--- config.mk ---
export PLATFORM = sky130hd
export DESIGN_NAME = spart_rx
export DESIGN_NICKNAME = d
export VERILOG_FILES = /design/src/rtl/spart_rx.sv
export SDC_FILE = /design/constraint.sdc
export NUM_CORES = 1
export LEC_CHECK = 0
export CORE_MARGIN = 4
export CORE_UTILIZATION = 51
export CTS_CLUSTER_DIAMETER = 80
export DETAILED_ROUTE_END_ITERATION = 8
export MAX_ROUTING_LAYER = met4
export PLACE_DENSITY = 0.79
export SLEW_MARGIN = 40
export SYNTH_ARGS = -nofsm -noshare
export SYNTH_HDL_FRONTEND = slang
export SYNTH_SLANG_ARGS = --single-unit
--- constraint.sdc ---
create_clock -name clk -period 1.95 [get_ports clk]
set_clock_uncertainty 0.2 [all_clocks]
set_input_delay 0.4875 -clock clk [delete_from_list [all_inputs] [get_ports clk]]
set_output_delay 0.4875 -clock clk [all_outputs]
set_load 0.05 [all_outputs]
--- src/rtl/spart_rx.sv ---
// SPART receiver: 8N1 deserialiser driven by the baud generator's 1/16-bit tick.
// Holds the last byte with data-available, framing and overrun status for the bus side.
module spart_rx #(
   parameter int unsigned DATA_W = 8,
   parameter int unsigned OS     = 16
) (
   input  logic              clk,
   input  logic              rst,
   input  logic              brg_en,
   input  logic              rxd,
   input  logic              rd_ack,
   output logic [DATA_W-1:0] rx_data,
   output logic              rda,
   output logic              frame_err,
   output logic              overrun
);

   localparam int unsigned TW = (OS > 1) ? $clog2(OS) : 1;
   localparam int unsigned BW = $clog2(DATA_W + 1);

   localparam logic [TW-1:0] HalfLast = TW'(OS / 2 - 1);
   localparam logic [TW-1:0] BitLast  = TW'(OS - 1);
   localparam logic [BW-1:0] DataLast = BW'(DATA_W - 1);

   typedef enum logic [1:0] {StIdle, StStart, StData, StStop} state_e;

   state_e            state_q, state_d;
   logic [TW-1:0]     tick_q, tick_d;
   logic [BW-1:0]     bit_q, bit_d;
   logic [DATA_W-1:0] shift_q, shift_d;
   logic [DATA_W-1:0] data_q, data_d;
   logic              rda_q, rda_d;
   logic              ferr_q, ferr_d;
   logic              ovr_q, ovr_d;
   logic              rxd_m, rxd_s;

   always_ff @(posedge clk) begin
      if (rst) begin
         rxd_m   <= 1'b1;
         rxd_s   <= 1'b1;
         state_q <= StIdle;
         tick_q  <= '0;
         bit_q   <= '0;
         shift_q <= '0;
         data_q  <= '0;
         rda_q   <= 1'b0;
         ferr_q  <= 1'b0;
         ovr_q   <= 1'b0;
      end else begin
         rxd_m   <= rxd;
         rxd_s   <= rxd_m;
         state_q <= state_d;
         tick_q  <= tick_d;
         bit_q   <= bit_d;
         shift_q <= shift_d;
         data_q  <= data_d;
         rda_q   <= rda_d;
         ferr_q  <= ferr_d;
         ovr_q   <= ovr_d;
      end
   end

   always_comb begin
      state_d = state_q;
      tick_d  = tick_q;
      bit_d   = bit_q;
      shift_d = shift_q;
      data_d  = data_q;
      rda_d   = rda_q;
      ferr_d  = ferr_q;
      ovr_d   = ovr_q;

      // A read acknowledge retires the byte; a coincident load below overrides rda.
      if (rd_ack) begin
         rda_d = 1'b0;
         ovr_d = 1'b0;
      end

      if (brg_en) begin
         case (state_q)
            StIdle: begin
               if (!rxd_s) begin
                  state_d = StStart;
                  tick_d  = '0;
               end
            end
            StStart: begin
               if (tick_q == HalfLast) begin
                  tick_d = '0;
                  if (rxd_s) begin
                     state_d = StIdle;
                  end else begin
                     bit_d   = '0;
                     state_d = StData;
                  end
               end else begin
                  tick_d = tick_q + 1'b1;
               end
            end
            StData: begin
               if (tick_q == BitLast) begin
                  tick_d  = '0;
                  shift_d = {rxd_s, shift_q[DATA_W-1:1]};
                  bit_d   = bit_q + 1'b1;
                  if (bit_q == DataLast) begin
                     state_d = StStop;
                  end
               end else begin
                  tick_d = tick_q + 1'b1;
               end
            end
            StStop: begin
               if (tick_q == BitLast) begin
                  tick_d  = '0;
                  data_d  = shift_q;
                  ferr_d  = ~rxd_s;
                  rda_d   = 1'b1;
                  if (rda_q && !rd_ack) begin
                     ovr_d = 1'b1;
                  end
                  state_d = StIdle;
               end else begin
                  tick_d = tick_q + 1'b1;
               end
            end
            default: state_d = StIdle;
         endcase
      end
   end

   assign rx_data   = data_q;
   assign rda       = rda_q;
   assign frame_err = ferr_q;
   assign overrun   = ovr_q;

endmodule

### Yosys cells after proc, flatten, opt, wreduce, memory -nomap -nowiden

Index checks and enable logic that the tools add are counted.

| storage, ports and cells | value |
|---|---|
| flip-flop bits (word level) | 31 |
| bits in latches | 0 |
| bits in writable memories | 0 |
| memory bits (read-only) | 0 |
| bits of input ports | 5 |
| output and inout port bits | 11 |
| logic and storage cells | 58 |
| memories kept | 0 |

| cells by class | value |
|---|---|
| add/sub/neg operators | 2 |
| $mul | 0 |
| div/mod/pow operators | 0 |
| magnitude comparators | 0 |
| eq/ne operators | 12 |
| shifts and indexed selects | 0 |
| multiplexer cells | 23 |
| bitwise gates (word level) | 1 |
| reduce and logical (&&, ||, !) cells | 10 |

Operators by type and width:

| cell | number |
|---|---|
| 4-bit 2-to-1 mux | 5 |
| 2-bit 2-to-1 mux | 6 |
| 2-bit != test, second input constant | 6 |
| 4-bit case mux with 3 select lines | 1 |
| 1-bit 2-to-1 mux | 9 |
| 4-bit by 1-bit adder with 4-bit output, second input constant | 2 |
| 4-bit by 3-bit == test with 1-bit output, second input constant | 2 |
| 2-bit case mux with 4 select lines | 1 |
| 4-bit case mux with 2 select lines | 1 |
| 3-bit AND reduction | 2 |
| 6-bit AND reduction | 1 |
| 5-bit AND reduction | 1 |
| 2-bit == test, second input constant | 2 |
| 4-bit == test, second input constant | 1 |
| 2-bit by 1-bit == test with 1-bit output, second input constant | 1 |
| 2-bit zero test | 1 |
| 2-bit AND reduction | 1 |
| 2-bit nonzero test | 1 |
| 2-bit OR reduction | 1 |
| 1-bit logical AND | 1 |
| 1-bit zero test | 1 |
| 1-bit inverter | 1 |

### Depth between registers and ports, before layout

Gate-level depths: netlist (run 1).

| logic depth | value |
|---|---|
| word-level depth | 6 |
| gate-level depth with buffers | 7 |
| mapped depth without buffers | 5 |

### Worst setup path after synthesis (run 1)

OpenSTA, ideal clock, no wires.

| path | value |
|---|---|
| path type | reg2reg |
| from | register tick_q[0] |
| to | register bit_q[2] |
| library setup time | 71 ps |
| arrival | 1459 ps |
| required time | 1679 ps |
| setup slack | 221 ps |
| stages on the path, launching flop included | 7 |
| buffers on the path | 1 |
| clock period less this slack | 1729 ps |
| cell sequence | dfxtp_1 > ha_1 > clkbuf_2 > and3_1 > o21ai_2 > or4_1 > a21oi_1 |

| on the way | value |
|---|---|
| longest elaborated chain between the ends | 3 |
| elaborated cells on any way between the ends | 5 |
| classes of those cells | eq/ne: 4; reduce/logical: 1 |

RTL lines:

| what | line | text |
|---|---|---|
| from (decl) | 28 | `logic [TW-1:0] tick_q, tick_d;` |
| from (signal assigned) | 53 | `tick_q <= tick_d;` |
| 4-bit == test or 4-bit by 3-bit == test with 1-bit output (tied branches) | 101, 88 |  |
| 2-bit != test (no line) | -- |  |
| 5-bit AND reduction (no line) * | -- |  |
| to (signal assigned) | 54 | `bit_q <= bit_d;` |
| to (decl) | 29 | `logic [BW-1:0] bit_q, bit_d;` |

Mark *: on every way between the ends. The rest lies on a longest branch, timed or not.
A chain may end at the register's enable or synchronous reset.

### Worst setup path in the final report (run 1)

| path | value |
|---|---|
| from | register tick_q[0] |
| to | register bit_q[3] |

The elaborated chain is that of the path after synthesis.

==> results of run 1 <==
-- kinds of logic after synthesis --
group / share of synthesized area (%)
and+or+nand+nor: 26.6
adders and majority gates: 1.89
muxes: 1.52
buffers and inverters: 5.40
DFF: 47.0
AOI/OAI and AO/OA: 17.6
-- report_power, final --
part / total [uW] / internal (uW) / switching [uW]
Sequential: 648 / 639 / 8.76
Clock: 428 / 212 / 216
Combinational: 52.3 / 26.9 / 25.3
-- sequential cells by signal, summed over array words and instances (netlist names), named ones only --
| signal | cells |
|---|---|
| rx_data | 8 |
| shift_q | 8 |
| bit_q | 4 |
| tick_q | 4 |
| frame_err | 1 |
| overrun | 1 |
| rda | 1 |
| rxd_m | 1 |
| rxd_s | 1 |
| state_q | 1 |
-- cells in the final DEF (no fill, tap or decap), types with 2 or more instances in the layout --
master	n
nor2_1	9
nand4_1	2
o21ai_0	2
inv_1	3
nor3_1	3
clkbuf_8	2
a22oi_1	2
a211oi_1	2
or2_2	4
or4_1	2
o21ai_2	2
a21oi_1	21
mux2i_1	2
clkdlybuf4s50_1	4
nand3b_1	2
a31oi_1	2
dfxtp_1	31
clkbuf_4	5
nand2_1	40
buf_4	24
ha_1	2
-- per-stage QoR --
step / setup TNS (ps) / util [%] / setup slack, ps / cells
final: 0 / 64.9 / 157 / 214
after global routing: 0 / 64.9 / 58.8 / 214
after CTS: 0 / 64.9 / 174 / 214
after detailed placement: -2380 / 62.1 / -153 / 206
after global placement: -1590 / 62.1 / -137 / 206
after floorplan: 0 / - / 221 / 157
-- metal layers --
layer	up-vias	global-route usage, %	wire [um]
met4	0	8.74	48
met2	28	31.2	1480
li1	596	-	-
met1	577	21.5	1280
met3	7	6.14	137
met5	-	-	0
-- how the worst max path moves through the flow --
stage / start / to / depth (start not counted)
floorplan: tick_q[0] / bit_q[2] / 6
global placement: brg_en / bit_q[3] / 4
detailed placement: brg_en / bit_q[3] / 4
CTS: tick_q[0] / bit_q[3] / 4
global route: tick_q[0] / rx_data[5] / 6
finish: tick_q[0] / bit_q[3] / 4
-- final cells by class --
class | instances | area share [%]
clock buffers | 8 | 4.28
inverters | 3 | 0.700
flip-flops and latches | 31 | 38.6
multi-input cells | 113 | 39.1
well taps | 30 | 2.33
repair buffers | 29 | 14.9
-- synth_stat cells (2+ instances only) --
cell / number / area share, %
a211oi_1: 2 / 1.1
a21oi_1: 21 / 8.0
a22oi_1: 2 / 1.1
a31oi_1: 2 / 0.95
buf_2: 2 / 0.76
buf_6: 2 / 1.7
clkbuf_1: 4 / 1.1
dfxtp_1: 31 / 47
ha_1: 2 / 1.9
inv_1: 3 / 0.85
mux2i_1: 2 / 1.5
nand2_1: 40 / 11
nand3b_1: 2 / 1.1
nand4_1: 2 / 0.95
nor2_1: 9 / 2.6
nor3_1: 3 / 1.1
o21ai_0: 2 / 0.76
o21ai_2: 2 / 1.3
or2_2: 4 / 1.9
or4_1: 2 / 1.1
==> impl_metrics.toml, run 1 <==
[outcome]
run_status = "complete, no violations"

[power_and_ir_drop]
power.density_nw_per_um2 = 701
ir_drop_uv = 507
p_leak_uw = 0.000592
power.total_uw = 1130

[cells_and_area]
syn_to_final_growth_pct = 21.7
layout.nets = 190
finalInstanceArea_um2 = 1610
layout-drive-gt1-share_pct = 22.8
antenna_cells = 0
multi_input_area_um2 = 629
regArea_um2 = 621
fillers = 225

[critical_path]
reg2reg_to = "bit_q[3]"
critPathBufInv = 0
critPathArrivalTime_ps = 1860
worstPathCellList = "ha_1, nand3_1, or4_1, a31oi_1"
critPathKind = "flop to flop"
rr_startpoint = "tick_q[0]"
crit_path_max_fanout = 5
rr_worst_depth = 4
cp_top_family = "simple AND/OR/NAND/NOR gates"
slowest_delay_ps = 530
cp.required_ps = 2010
reg2reg_setup_slack_ps = 160
setup.worst_path.start_class = "flop"
end_kind = "flop"
crit_path_top_delay_cell = "or4_1"

[yosys]
syn_area_um2 = 1320
yosys_warnings = 0
ys_ff_latch = 31
ys_seq_area_share_pct = 47.0
synthFlopType = "dfxtp_1"
async_flop_share_pct = 0
syn_avg_cell_area_um2 = 8.42
synth_cell_types = 38
postSynthCellCount = 157
synth-edff-count = 0
syn_nets = 164

[timing]
relSlewSlack_pct = 77.2
finalCritPeriodShare_pct = 92.0
finalMaxSlewViolations = 0
rsz0062_at_grt = "no"
hold_slack_ps = 229
period_minus_slack_ps = 1790
hold_violations = 0
tightest_slew_ps = 341
setup_violations = 0
max_freq_mhz = 558

[clock_tree]
cts.sinks = 31
root_buffer = "clkbuf_4"
cts_inserted_buffers = 5
hold_buffers = 0
cts_setup_buffers = 0
cts.path.max_buffers = 2
ctsResizeCount = 0
cts_tree = "yes"
clk_latency_ps = 330
path_clk_slew_ps = 100
htreeDepth = 2

[grt]
antenna_found_initial = 0
grt_max_degree = 22
grt_overflow_total = 0
grt_pass1_wl_um = 4870
grt_pass1_vias = 1137
grt_usage_pct = 19.3

[route]
vias = 1208
final_antenna_net_count = 0
finalWirelength_um = 2950
drc = 0
post_drt_wl_per_cell_um = 13.8
drt_iter0_drc = 31
dr.pass1.iters = 4
viasPerCell = 5.64

[min_path]
hp-start = "rxd_m"
hold_end = "rxd_s"
holdCritPathClass = "flop to flop"
min_path_cells = 1

[placed_design]
gp_congestion = 0.819
dp_hpwl_um = 2090
io_buffers = 15
dpl-instance-area_um2 = 1540

[die]
die_w_um = 58.9
rows = 18
start_util_pct = 53.3
dieHeight_um = 58.9
core_um2 = 2480
die_area_um2 = 3470
boundaryPins = 16

[job]
cap_viol_max_count = 0
(Power assumes the default switching activity.)
==> inputs of run 2 (changes only) <==
--- a/config.mk
+++ b/config.mk
@@ -6,11 +6,12 @@
 export NUM_CORES = 1
 export LEC_CHECK = 0
 export CORE_MARGIN = 4
-export CORE_UTILIZATION = 51
+export CORE_UTILIZATION = 53
 export CTS_CLUSTER_DIAMETER = 80
+export CTS_CLUSTER_SIZE = 10
 export DETAILED_ROUTE_END_ITERATION = 8
 export MAX_ROUTING_LAYER = met4
-export PLACE_DENSITY = 0.79
+export PLACE_DENSITY = 0.81
 export SLEW_MARGIN = 40
 export SYNTH_ARGS = -nofsm -noshare
 export SYNTH_HDL_FRONTEND = slang
==> run 2 against run 1 <==
Net effect:
- highest routed layer unchanged
- count of clock-buffer cells in the layout fell by 2
- via count fell by 2.4%
- clock power is 12% lower
- register-to-register slack got worse by 20 ps
- sequential share of layout area rose by 0.99 points
- critical path type is now input port to flop
- combinational power is 5.5% lower
- setup slack worse by 24 ps
- non-clock buffer count down 2
- total power shrank 4.7%
==> impl_metrics.toml, run 2 (synthesis gave the netlist of run 1 again) <==
[outcome]
run_status = "complete, no violations"

[critical_path]
critPathKind = "input port to flop"
rr_worst_depth = 4
critPathBufInv = 1
crit_path_max_fanout = 4
cp.required_ps = 2000
setup.worst_path.start_class = "input port"
cp.depth = 4
end_kind = "flop"
slowest_delay_ps = 550
crit_path_top_delay_cell = "clkdlybuf4s50_1"
reg2reg_setup_slack_ps = 130
critPathArrivalTime_ps = 1870
cp_top_family = "simple AND/OR/NAND/NOR gates"
worstPathCellList = "clkdlybuf4s50_1, nand3_1, or4_1, a31oi_1"

[die]
core_um2 = 2300
die_w_um = 57.9
rows = 17
boundaryPins = 16
start_util_pct = 57.5
die_area_um2 = 3360
dieHeight_um = 57.9

[timing]
setup_violations = 0
hold_slack_ps = 229
relSlewSlack_pct = 75.5
max_freq_mhz = 550
hold_violations = 0
tightest_slew_ps = 366
rsz0062_at_grt = "no"
finalCritPeriodShare_pct = 93.2
finalMaxSlewViolations = 0
setup_tns_ps = 0
period_minus_slack_ps = 1820

[route]
dr.pass1.iters = 4
drt_iter0_drc = 28
drt-met1-wl_um = 1300
met2_wirelength_um = 1420
finalWirelength_um = 2940
met3_length_um = 154
topRoutingLayerUsed = "met4"
vias = 1179
viasPerCell = 5.64
post_drt_wl_per_cell_um = 14.1
final_antenna_net_count = 0
drc = 0

[power_and_ir_drop]
power.total_uw = 1070
p_sw_share_pct = 22.7
internal_power_uw = 830
seq_power_share_pct = 60.3
power_frac_comb_pct = 4.6
clockPowerShare_pct = 35.1
power.net_switching_uw = 244
ir_drop_uv = 546
p_leak_uw = 0.000569
power.density_nw_per_um2 = 685

[min_path]
holdCritPathClass = "flop to flop"
min_path_cells = 1

[clock_tree]
clk_latency_ps = 330
hold_buffers = 0
cts_tree = "yes"
root_buffer = "clkbuf_4"
htreeDepth = 2
cts.sinks = 31
path_clk_slew_ps = 90
cts_inserted_buffers = 5
cts.path.max_buffers = 2

[grt]
antenna_found_initial = 0
grt_pass1_vias = 1164
grt_usage_pct = 19.0
grt_max_degree = 14
grt_overflow_total = 0
grt_pass1_wl_um = 4820

[placed_design]
gp_congestion = 0.847
io_buffers = 15
dp_hpwl_um = 2080

[cells_and_area]
multi_input_area_um2 = 632
layout.nets = 188
fillers = 187
antenna_cells = 0
syn_to_final_growth_pct = 18.7
layout-drive-gt1-share_pct = 22.7
final_common_cell = "nand2_1"
regArea_um2 = 621
finalCoreUtilization_pct = 68.2
final_cell_mix = "40 x nand2_1, 31 x dfxtp_1, 23 x buf_4, 21 x a21oi_1, 9 x nor2_1"

[job]
cap_viol_max_count = 0
## run 2: cell types whose count changed in the layout (fill, tap and decap cells not counted)
cell / delta
buf_12: -1
buf_4: -1
clkbuf_1: -1
clkbuf_8: -1
clkinv_2: +1
ha_1: -1
ha_2: +1
## run 2: through the flow
step	worst slack, ps	cell area, um^2	std cells
after CTS	89.8	1570	209
after global placement	-120	1510	202
after detailed placement	-182	1510	202
after floorplan	221	1320	157
after global routing	22.1	1570	209
final	133	1570	209
## run 2: power by group through the flow
| stage | combinational (uW) | sequential, uW | clock [uW] |
|---|---|---|---|
| 6_report | 49.4 | 647 | 378 |
| 5_1_grt | 53.5 | 649 | 406 |
| 4_1_cts | 48.9 | 647 | 384 |
| 3_5_place_dp | 48.2 | 662 | 0 |
| 3_3_place_gp | 46.7 | 662 | 0 |
| 2_1_floorplan | 31.5 | 658 | 0 |
## run 2: final timing paths
path	endpoint	start
min	rxd_s	rxd_m
max reg2reg	bit_q[3]	flop
min reg2reg	rxd_s	rxd_m
max	bit_q[3]	brg_en
## run 2: final cells by class
type | count | area share [%]
clock buffer | 6 | 3.27
timing repair buffer | 27 | 13.6
multi-input combinational | 113 | 40.3
sequential | 31 | 39.6
clock inverter | 1 | 0.319
tap | 28 | 2.23
inverter | 3 | 0.718
## run 2: per-layer routing
metal / vias up / global-route usage, %
li1: 589 / -
met4: 0 / 9.27
met5: - / -
met2: 39 / 31.6
met3: 10 / 4.68
met1: 541 / 21.2
## run 2: what timing repair did
| item | in CTS | in global routing |
|---|---|---|
| setup buffers | 0 | 0 |
| endpoints found under the setup margin | 0 | 11 |
| resized for setup | 0 | 1 |
==> RTL change 1: new RTL, config.mk and constraints of run 2 <==
Add an input register stage for `rxd`, cleared by the reset; this delays it by one clock. The other inputs are not delayed to match.
--- a/src/rtl/spart_rx.sv
+++ b/src/rtl/spart_rx.sv
@@ -24,6 +24,16 @@
 
    typedef enum logic [1:0] {StIdle, StStart, StData, StStop} state_e;
 
+   logic rxd_q;
+
+   always_ff @(posedge clk) begin
+      if (rst) begin
+         rxd_q <= '0;
+      end else begin
+         rxd_q <= rxd;
+      end
+   end
+
    state_e            state_q, state_d;
    logic [TW-1:0]     tick_q, tick_d;
    logic [BW-1:0]     bit_q, bit_d;
@@ -47,7 +57,7 @@
          ferr_q  <= 1'b0;
          ovr_q   <= 1'b0;
       end else begin
-         rxd_m   <= rxd;
+         rxd_m   <= rxd_q;
          rxd_s   <= rxd_m;
          state_q <= state_d;
          tick_q  <= tick_d;
Formal check against the unedited RTL: same outputs for any inputs over 10 cycles, from zero or initial values and one cycle with rst high; that may be too few to reach the edited logic, so the function may still have changed.
==> RTL change 1 against run 2 <==
Sequential cell count increased by 1. Synthesized area rose by 0.66%. Power up 1.5%. Cell area fell by 0.32%. Setup slack improved by 24 ps. Wire length fell by 9.2%. Non-clock buffer count is 4 lower.
==> RTL change 1: results (changes against run 2) <==
Final global-route overflow total: 0 (unchanged)
CTS max path bufs: 2 (unchanged)
Pin count of the biggest net entering global routing: 30 (was 14)
DP Cell Count: 201 (was 202)
Reg-to-Reg Start: tick_q[0]
Final Hold Vio Count: 0 (unchanged)
Synthesized instance count: 161 (was 157)
RD Place Congestion: 0.825 (was 0.847)
Fraction of layout cells with a size suffix above 1: 17.7% (was 22.7%)
Register-to-Register Path Depth: 6 (was 4)
Initial antenna violation count: 0 (unchanged)
Reg-to-reg slack, setup: 160 ps (was 130 ps)
Relative slew margins: 74.4% (was 75.5%)
Post-place instance area: 1490 um2 (was 1510 um2)
DR pass1 iterations: 4 (unchanged)
Wl on met1: 1.17 mm (was 1.30 mm)
Non-Filler Instances: 209 (unchanged)
Clk_lat worst skew: 320 ps
Fin Hold WS: 221 ps (was 229 ps)
First-pass GRT wire length: 4.59 mm (was 4.82 mm)
Dpl ws: -234 ps (was -182 ps)
Layout Nets: 187 (was 188)
Worst-path clk slew: 100 ps
Post-Syn Nets: 168 (was 164)
Library cells used by synthesis: 35 (was 38)
Initial DRC count: 39 (was 28)
Seq/Total Area, Yosys: 48.2% (was 47.0%)
Ys flop type: dfxtp_1 (unchanged)
Leak pwr: 0.000564 uW (was 0.000569 uW)
VDD IR max: 0.000500 V (was 0.000546 V)
Hpwl dp: 1.90 mm (was 2.08 mm)
Switching Share: 21.5% (was 22.7%)
RR Endpoint: shift_q[4] (was bit_q[3])
Root Buffer: clkbuf_4 (unchanged)
Wire length on met2: 1.30 mm (was 1.42 mm)
Vias in the first global route: 1094 (was 1164)
Status: finished, final reports clean (unchanged)
Total global routing track utilization: 17.9% (was 19.0%)
Synth area leaders: dfxtp_1, nand2_1, a21oi_1, nor2_1, buf_6 (was dfxtp_1, nand2_1, a21oi_1, nor2_1, ha_1)
Post-synth top cells: nand2_1, dfxtp_1, a21oi_1 (unchanged)
Syn. warnings: 0 (unchanged)
Via/cell ratio: 5.67 (was 5.64)
Filler instances: 200 (was 187)
WL per Instance: 12.8 um (was 14.1 um)
Final instance area: 1560 um2 (was 1570 um2)
H-tree levels: 2 (unchanged)
Worst-path fanout max: 7 (was 4)
Number of diodes: 0 (unchanged)
WHS Path Cells: 1 (unchanged)
Hold EP: rxd_m (was rxd_s)
Hold path start: rxd_q (was rxd_m)
Ys async rst share: 0% (unchanged)
Met3 wire len: 159 um (was 154 um)
[RTL change 1: critical path, stage by stage (launching register included)]
cell and delay, ps:
dfxtp_1 410, ha_1 310, nand3_1 190, nor3_2 240, buf_4 190, nand2_1 60
a21oi_1 120
[RTL change 1: worst max-delay path by stage]
stage	from	to	slack, ps	cells past startpoint
CTS	brg_en	shift_q[4]	90	6
floorplan	brg_en	state_q[0]	260	6
detailed placement	brg_en	shift_q[4]	-230	6
global route	tick_q[1]	shift_q[0]	40	6
finish	tick_q[0]	shift_q[4]	160	6
global placement	brg_en	shift_q[6]	-190	6
[RTL change 1: area by class of cell]
cell class,instances,share of cell area [%]
Timing Repair Buffer,23,12.7
Sequential cell,32,41.0
Clock buffer,8,3.76
Multi-Input combinational cell,114,39.4
Tap cell,28,2.24
Inverter,4,0.961
[RTL change 1: cell families after synthesis]
| logic type | count (synthesis) | share of synthesized area (%) |
|---|---|---|
| AOI/OAI and AO/OA | 41 | 18.2 |
| buffers and inverters | 15 | 6.21 |
| and+or+nand+nor | 71 | 25.6 |
| adders and majority gates | 2 | 1.88 |
| DFF | 32 | 48.2 |
[RTL change 1: routing by layer]
metal | GRT usage, % | up-vias
li1 | - | 596
met1 | 20.4 | 542
met2 | 29.5 | 41
met3 | 4.90 | 5
met4 | 7.62 | 0
met5 | - | -
[RTL change 1: power groups by stage]
stage                     Clock, uW  Sequential, uW  Combinational [uW]
final                           387             665                38.8
after global routing            427             666                42.4
after CTS                       393             664                38.9
after detailed placement          0             679                38.7
after global placement            0             679                37.9
after floorplan                   0             676                28.3
[RTL change 1: what timing repair did]
| item | CTS | global route |
|---|---|---|
| setup endpoints to repair | 0 | 7 |
| setup buffers | 0 | 0 |
| gates resized for setup | 0 | 3 |
==> RTL change 2: new RTL, config.mk and constraints of run 2 <==
Without the edit above. The parameter `OS` goes from 16 to 32.
--- a/src/rtl/spart_rx.sv
+++ b/src/rtl/spart_rx.sv
@@ -2,7 +2,7 @@
 // Holds the last byte with data-available, framing and overrun status for the bus side.
 module spart_rx #(
    parameter int unsigned DATA_W = 8,
-   parameter int unsigned OS     = 16
+   parameter int unsigned OS     = 32
 ) (
    input  logic              clk,
    input  logic              rst,
Check against the original RTL: no difference found for any inputs over 10 cycles, from zero or initial values and one cycle with rst high; that may be too few to reach the edited logic, so the function may still have changed.
==> RTL change 2 against run 2 <==
Wire length fell by 5.9%. Cell area up 12%. Synthesized cell count grew 4.5%. Synthesized area is 5.4% higher. Setup slack lost 130 ps. Sequential power up 2%. Sequential cell count grew 1. Power shrank 2.6%. Largest power group unchanged. Highest routed layer unchanged.
==> RTL change 2: results (changes against run 2) <==
Status: finished, final reports clean (unchanged)
IO buf count: 15 (unchanged)
Critical path's slowest cell: dfxtp_2 (was clkdlybuf4s50_1)
Leak pwr: 0.000636 uW (was 0.000569 uW)
Synth area leaders: dfxtp_1, nand2_1, a21oi_1, ha_1, nand2b_1 (was dfxtp_1, nand2_1, a21oi_1, nor2_1, ha_1)
Area growth syn-to-layout: 26.5% (was 18.7%)
Reg-to-reg slack, setup: 2 ps (was 130 ps)
Fin Hold WS: 222 ps (was 229 ps)
CP Class: reg -> reg (was in -> reg)
Library cells used by synthesis: 39 (was 38)
Residual DRC count: 0 (unchanged)
Layout Nets: 205 (was 188)
Post-synth top cells: nand2_1, dfxtp_1, a21oi_1 (unchanged)
Post-CTS Setup Inserts: 0 (unchanged)
Largest stage delay, worst path: 360 ps (was 550 ps)
VDD IR max: 0.000520 V (was 0.000546 V)
Filler instances: 195 (was 187)
Post-Syn Nets: 175 (was 164)
Crit path DAT: 2010 ps (was 1870 ps)
Number of diodes: 0 (unchanged)
Fmax: 513 MHz (was 550 MHz)
Via/cell ratio: 5.45 (was 5.64)
Root Buffer: clkbuf_4 (unchanged)
Pin count of the biggest net entering global routing: 18 (was 14)
Delay-heaviest family, CP: simple AND/OR/NAND/NOR gates (unchanged)
H-tree levels: 2 (unchanged)
Initial DRC count: 35 (was 28)
Total global routing track utilization: 18.6% (was 19.0%)
Min-Delay Path Class: reg -> reg (unchanged)
Mapped Area: 1390 um2 (was 1320 um2)
RD Place Congestion: 0.784 (was 0.847)
First-pass GRT wire length: 4.87 mm (was 4.82 mm)
TritonCTS buffer count: 5 (unchanged)
WL final: 2.77 mm (was 2.94 mm)
Register-to-Register Path Depth: 7 (was 4)
Relative slew margins: 77.9% (was 75.5%)
Seq/Total Area, Yosys: 46.0% (was 47.0%)
Fraction of layout cells with a size suffix above 1: 24.7% (was 22.7%)
Ys async rst share: 0% (unchanged)
Switching Share: 22.4% (was 22.7%)
Post-place instance area: 1700 um2 (was 1510 um2)
Vias in the first global route: 1176 (was 1164)
DR pass1 iterations: 4 (unchanged)
Crit path to: bit_q[0] (was bit_q[3])
Hpwl dp: 2.04 mm (was 2.08 mm)
CTS max path bufs: 2 (unchanged)
Syn. warnings: 0 (unchanged)
Worst-path clk slew: 90 ps (about the same)
Dpl ws: -110 ps (was -182 ps)
-- RTL change 2: metrics by stage --
| stage | instances | total power (uW) |
|---|---|---|
| finish | 224 | 1050 |
| CTS | 224 | 1060 |
| global placement | 217 | 721 |
| floorplan | 164 | 704 |
| global route | 224 | 1090 |
| detailed placement | 217 | 723 |
-- RTL change 2: cell families (layout without fill, tap and decap cells) --
| logic type | Yosys count | count (layout) | synth area share [%] |
|---|---|---|---|
| and+or+nand+nor | 74 | 74 | 26.3 |
| adders and majority gates | 6 | 6 | 5.39 |
| buffers and inverters | 11 | 41 | 3.50 |
| muxes | 2 | 2 | 1.53 |
| AOI/OAI and AO/OA | 36 | 36 | 15.4 |
| xor gates and xnor gates | 3 | 3 | 1.89 |
| DFF | 32 | 32 | 46.0 |
-- RTL change 2: final cells by class --
type	count	share of cell area, %
Timing Repair Buffer	32	14.9
Clock buffer	6	2.34
Clock inverter	1	0.284
Sequential cell	32	36.5
Tap cell	30	2.13
Inverter	2	0.426
Multi-Input combinational cell	121	43.4
-- RTL change 2: worst min-delay path by stage --
stage | end | start | cells past startpoint
2_1_floorplan | rxd_s | rxd_m | 1
3_3_place_gp | rxd_s | rxd_m | 1
3_5_place_dp | rxd_s | rxd_m | 1
4_1_cts | rxd_s | rxd_m | 1
5_1_grt | rxd_s | rxd_m | 1
6_report | rxd_s | rxd_m | 1
-- RTL change 2: timing repair --
item                       4_1_cts  5_1_grt
setup endpoints to repair        1        5
pin swaps                        3        2
resized for setup                0        4
-- RTL change 2: per-layer routing --
layer / vias to the layer above / global-route usage [%] / wire [um]
met5: - / - / 0
met4: 0 / 5.50 / 29
met3: 4 / 5.88 / 114
met2: 24 / 32.3 / 1370
met1: 566 / 20.1 / 1250
li1: 626 / - / -
-- RTL change 2: power groups by stage --
stage                     logic, uW  registers [uW]  clock network (uW)
final                          46.5             662                 338
after floorplan                28.3             676                   0
after detailed placement       45.8             677                   0
after global placement         44.2             677                   0
after CTS                      45.9             662                 349
after global routing           52.2             663                 375
